`src/rtl/counter_scoreboard.sv`:
```
// counter_scoreboard: cycle-accurate golden model of the 4-bit multi-mode
// counter (up / down / down-by-3 / parallel load). It runs on the same
// stimulus as the counter under test, compares the counter's Q and rco
// against its own expected values and keeps saturating compare and error
// counts.
// Optional feature: define SB_STICKY_FAIL_EN to add a sticky 'fail' output.
module counter_scoreboard #(
  parameter int WIDTH = 4,
  parameter int ERR_W = 16
) (
  input  logic             clk,
  input  logic             reset,
  input  logic             enable,
  input  logic [1:0]       modo,
  input  logic [WIDTH-1:0] D,
  input  logic [WIDTH-1:0] dut_q,
  input  logic             dut_rco,
  input  logic             check_en,
  output logic [WIDTH-1:0] sb_q,
  output logic             sb_rco,
  output logic             mismatch,
  output logic [ERR_W-1:0] err_count,
`ifdef SB_STICKY_FAIL_EN
  output logic [ERR_W-1:0] cmp_count,
  output logic             fail
`else
  output logic [ERR_W-1:0] cmp_count
`endif
);

  localparam logic [WIDTH-1:0] Q_ONES  = '1;
  localparam logic [WIDTH-1:0] Q_ZERO  = '0;
  localparam logic [WIDTH-1:0] Q_ONE   = WIDTH'(1);
  localparam logic [WIDTH-1:0] Q_THREE = WIDTH'(3);
  localparam logic [ERR_W-1:0] C_ONE   = ERR_W'(1);

  typedef enum logic [1:0] {
    MODE_UP    = 2'b00,
    MODE_DOWN  = 2'b01,
    MODE_DOWN3 = 2'b10,
    MODE_LOAD  = 2'b11
  } mode_e;

  logic [WIDTH-1:0] sb_q_q, sb_q_d;
  logic             sb_rco_q, sb_rco_d;
  logic [ERR_W-1:0] err_q, err_d;
  logic [ERR_W-1:0] cmp_q, cmp_d;
  logic             diff;

  // Counters stick at all-ones instead of wrapping so a long run never
  // hides errors behind a rollover.
  function automatic logic [ERR_W-1:0] sat_inc(input logic [ERR_W-1:0] v);
    return (v == '1) ? v : v + C_ONE;
  endfunction

  // Expected next counter value and rco pulse from the current mode.
  always_comb begin
    sb_q_d   = sb_q_q;
    sb_rco_d = 1'b0;
    if (enable) begin
      unique case (mode_e'(modo))
        MODE_UP: begin
          sb_q_d   = sb_q_q + Q_ONE;
          sb_rco_d = (sb_q_q == Q_ONES);
        end
        MODE_DOWN: begin
          sb_q_d   = sb_q_q - Q_ONE;
          sb_rco_d = (sb_q_q == Q_ZERO);
        end
        MODE_DOWN3: begin
          sb_q_d   = sb_q_q - Q_THREE;
          sb_rco_d = (sb_q_q < Q_THREE);
        end
        default: begin
          sb_q_d   = D;
          sb_rco_d = 1'b0;
        end
      endcase
    end
  end

  // Compare against the counter; case-inequality flags X/Z as a mismatch in
  // simulation and reduces to a plain inequality in synthesis.
  always_comb begin
    diff     = (dut_q !== sb_q_q) || (dut_rco !== sb_rco_q);
    mismatch = ~reset & check_en & diff;
  end

  // Next values of the compare and error counters for a checked cycle.
  always_comb begin
    cmp_d = cmp_q;
    err_d = err_q;
    if (check_en) begin
      cmp_d = sat_inc(cmp_q);
      if (mismatch) begin
        err_d = sat_inc(err_q);
      end
    end
  end

  // Expected-value and counter state; reset clears everything at once.
  always_ff @(posedge clk or posedge reset) begin
    if (reset) begin
      sb_q_q   <= '0;
      sb_rco_q <= 1'b0;
      err_q    <= '0;
      cmp_q    <= '0;
    end else begin
      sb_q_q   <= sb_q_d;
      sb_rco_q <= sb_rco_d;
      err_q    <= err_d;
      cmp_q    <= cmp_d;
    end
  end

`ifdef SB_STICKY_FAIL_EN
  logic fail_q;

  // Sticky flag: first checked mismatch latches it until the next reset.
  always_ff @(posedge clk or posedge reset) begin
    if (reset) begin
      fail_q <= 1'b0;
    end else if (check_en && mismatch) begin
      fail_q <= 1'b1;
    end
  end

  assign fail = fail_q;
`endif

  assign sb_q      = sb_q_q;
  assign sb_rco    = sb_rco_q;
  assign err_count = err_q;
  assign cmp_count = cmp_q;

endmodule

```
`config.mk`:
```
export PLATFORM = sky130hd
export DESIGN_NAME = counter_scoreboard
export DESIGN_NICKNAME = d
export VERILOG_FILES = /design/src/rtl/counter_scoreboard.sv
export SDC_FILE = /design/constraint.sdc
export NUM_CORES = 1
export LEC_CHECK = 0
export CAP_MARGIN = 20
export CORE_MARGIN = 2
export CORE_UTILIZATION = 45
export DETAILED_ROUTE_END_ITERATION = 8
export PLACE_DENSITY = 0.76
export SLEW_MARGIN = 10
export SYNTH_ARGS = -nofsm -noshare
export SYNTH_HDL_FRONTEND = slang
export SYNTH_SLANG_ARGS = --single-unit
export TNS_END_PERCENT = 20
```
`constraint.sdc`:
```
create_clock -name clk -period 2.7 [get_ports clk]
set_input_delay 0.81 -clock clk [delete_from_list [all_inputs] [get_ports clk]]
set_output_delay 0.81 -clock clk [all_outputs]
set_load 0.01 [all_outputs]
```
==> run metrics <==
largest family of logic cells by synthesized area=simple AND/OR/NAND/NOR gates; pin count of the biggest net entering global routing=38; Critical path buffers and inverters=3; Clock transition at path regs=0.07 ns; Critical Path RT=1.89 ns; Simple-Gate Fraction of Synth Area=27.30%; CP Class=in -> out; crit path cell chain=clkdlybuf4s50_1 > clkinvlp_4 > nand2_1 > nor2_4 > buf_2; gp weighted congestion=0.8609; Critical Path Source=reset; CTS tree=built; Adder-Cell Fraction of Synth Area=4.424%; drt via density=5.405; slowest CP cell=clkdlybuf4s50_1; Fillers=368; worst-case hold path end point=cmp_count[4]$_DFFE_PP0P_; cell taking the most area after synthesis=dfrtp_1; Reg-to-Reg End=err_count[1]$_DFFE_PP0P_; Max FO, Critical Path=2; element type at the critical path end=output pin; Chip Width=73.12 µm; flops & latches, synth=37; post-synth top area share=43.07%; clock sinks=37; post-layout min period=2.598 ns; Peak VDD IR=403.4 µV; Syn-to-layout area delta=34.75%; fin area=2897 µm²; mux contribution to synthesized area=2.154%; H-tree level count=2; Hold Path Origin=cmp_count[4]$_DFFE_PP0P_; WL per Instance=13.58 µm; top-count cell post-synth=dfrtp_1; Synth Area in XOR/XNOR=14.26%; row count=25; IO Port Bufs=52; Crit path max-delay family=buffers and inverters; placed cell areas=2793 µm²; GRT overflow=0; final clock skew=0.007054 ns; hpwl dp=3520 µm; fmax=384.9 MHz; number of setup violations in the final report=0; worst rel slew slack=69.75%; WHS Path Cells=1; hold crit path type=reg -> reg; Post-Syn Area=2150 µm²; Die Height=73.12 µm; Initial Util=46.12%; syn nets=241; status=complete, no violations; most frequently used flop master after synthesis=dfrtp_1; Leakage=0.001277 µW; Post-synth EDFFs=0; pwr dens=658.5 nW/µm²; RSZ-0062 raised after global routing=no; Worst-Margin Slew=0.4537 ns; core area=4661 µm²; GRT Resource Usage Total=18.56%; Mapped Cells=219; cells on worst reg2reg path=6; share of cells above drive strength 1=13.38%; layout net count=305; Reg-to-Reg Start=err_count[0]$_DFFE_PP0P_; post-synthesis compound-gate area fraction=5.937%; Initial DRT Pass Iterations=4; crit path launch type=primary input; Post-synth top cells=dfrtp_1 (37), nand2_1 (26), xor2_1 (20); Routed WL=4589 µm; CTS root buf=clkbuf_8; clk buf depth=2; fin crit share=96.22%; routed via count=1827; # IOs=53; cts bufs inserted=5; Ys Warns=0; asr flop ratio synth=100.0%; Yosys cell types=40; Slew Viols, Final=0; Syn Area/Cell=9.815 µm²; Routed Antenna Nets=0; initial antenna violation count=0; final hold slack=0.4912 ns; register area share after synthesis=43.07%; diodes inserted=0; slowest stage delay, CP=0.52 ns; max_cap viols=0; global-route wire length before repair=7831 µm; Critical Path AT=1.79 ns; DRT iter0 DRCs=138; worst skew pair latency=0.28 ns; DRC violations left=0; Synth area leaders=dfrtp_1 (43%), xor2_1 (8.1%), xnor2_1 (6.1%); final hold violations=0; vias in the first global route=1658; Die ar.=5346 µm²; R2R Setup Slk=0.76 ns
==> flip-flops by register name, indices dropped and copies added, names as in the netlist <==
name       count
sb_rco         1
cmp_count     16
sb_q           4
err_count     16
==> worst max-delay path by stage <==
stage | end | slack (ns) | cells past startpoint
after detailed placement | mismatch | -0.51 | 6
after CTS | mismatch | 0.008 | 6
after global routing | mismatch | 0.04 | 5
after global placement | mismatch | -0.47 | 6
after floorplan | sb_q[3]$_DFFE_PP0P_ | 0.11 | 8
final | mismatch | 0.10 | 5
==> cells in the final DEF, fill, tap and decap left out, drive strengths merged, types with 3 or more instances in the layout <==
master,instances
clkdlybuf4s50,46
dfrtp,37
nand2,26
xor2,20
xnor2,15
nor2,14
nor3,14
buf,14
nand3,12
nand4,10
nor4,9
a21oi,7
ha,6
clkbuf,6
and2,5
a31oi,4
o21ai,4
dlygate4sd2,4
and3,3
inv,3
nor2b,3
==> final cells by class <==
class | count | area, µm² | area share [%]
clock buffers | 6 | 82.58 | 2.851
multi-input cells | 170 | 1177 | 40.65
well taps | 54 | 67.56 | 2.333
flip-flops and latches | 37 | 925.9 | 31.97
clock inverters | 2 | 13.76 | 0.4752
repair buffers | 65 | 610.6 | 21.08
inverters | 4 | 18.77 | 0.6479
==> metal layers <==
metal / vias up / GRT usage [%] / part of all wire, %
li1: 904 / - / -
met1: 858 / 25.94 / 46
met2: 60 / 29.83 / 47
met3: 5 / 3.039 / 5.3
met4: 0 / 4.938 / 1.2
met5: - / 0 / 0
==> where the power goes <==
part	switching (µW)	internal, µW
sequential	145	663
combinational	314	389
clock	189	207
total	649	1260
==> what timing repair did <==
| action | CTS | global route |
|---|---|---|
| buffers inserted | 0 | 0 |
| setup endpoints to repair | 1 | 1 |
| gates cloned | 0 | 0 |
| gates resized for setup | 11 | 2 |
| hold buffers | 0 | 0 |
| pin swaps | 5 | 1 |
==> metrics by stage <==
stage	total power, µW	TNS [ns]	setup WS, ns	std cells	utilization, %
final	1907	0	0.1020	338	62.15
after global routing	2040	0	0.04233	338	62.15
after CTS	1924	0	0.007844	338	61.99
after detailed placement	1522	-0.5939	-0.5052	330	59.92
after global placement	1506	-0.4716	-0.4672	330	59.92
after floorplan	1170	0	0.1081	219	-
==> cells by family (layout without fill, tap and decap cells) <==
group / count (synthesis) / after routing
mux: 4 / 4
xor+xnor: 35 / 35
flops: 37 / 37
buf+inv: 12 / 77
compound gates: 21 / 21
fa+ha+maj: 7 / 7
simple gates: 103 / 103
Note: power is estimated with default switching activity, not from simulation.
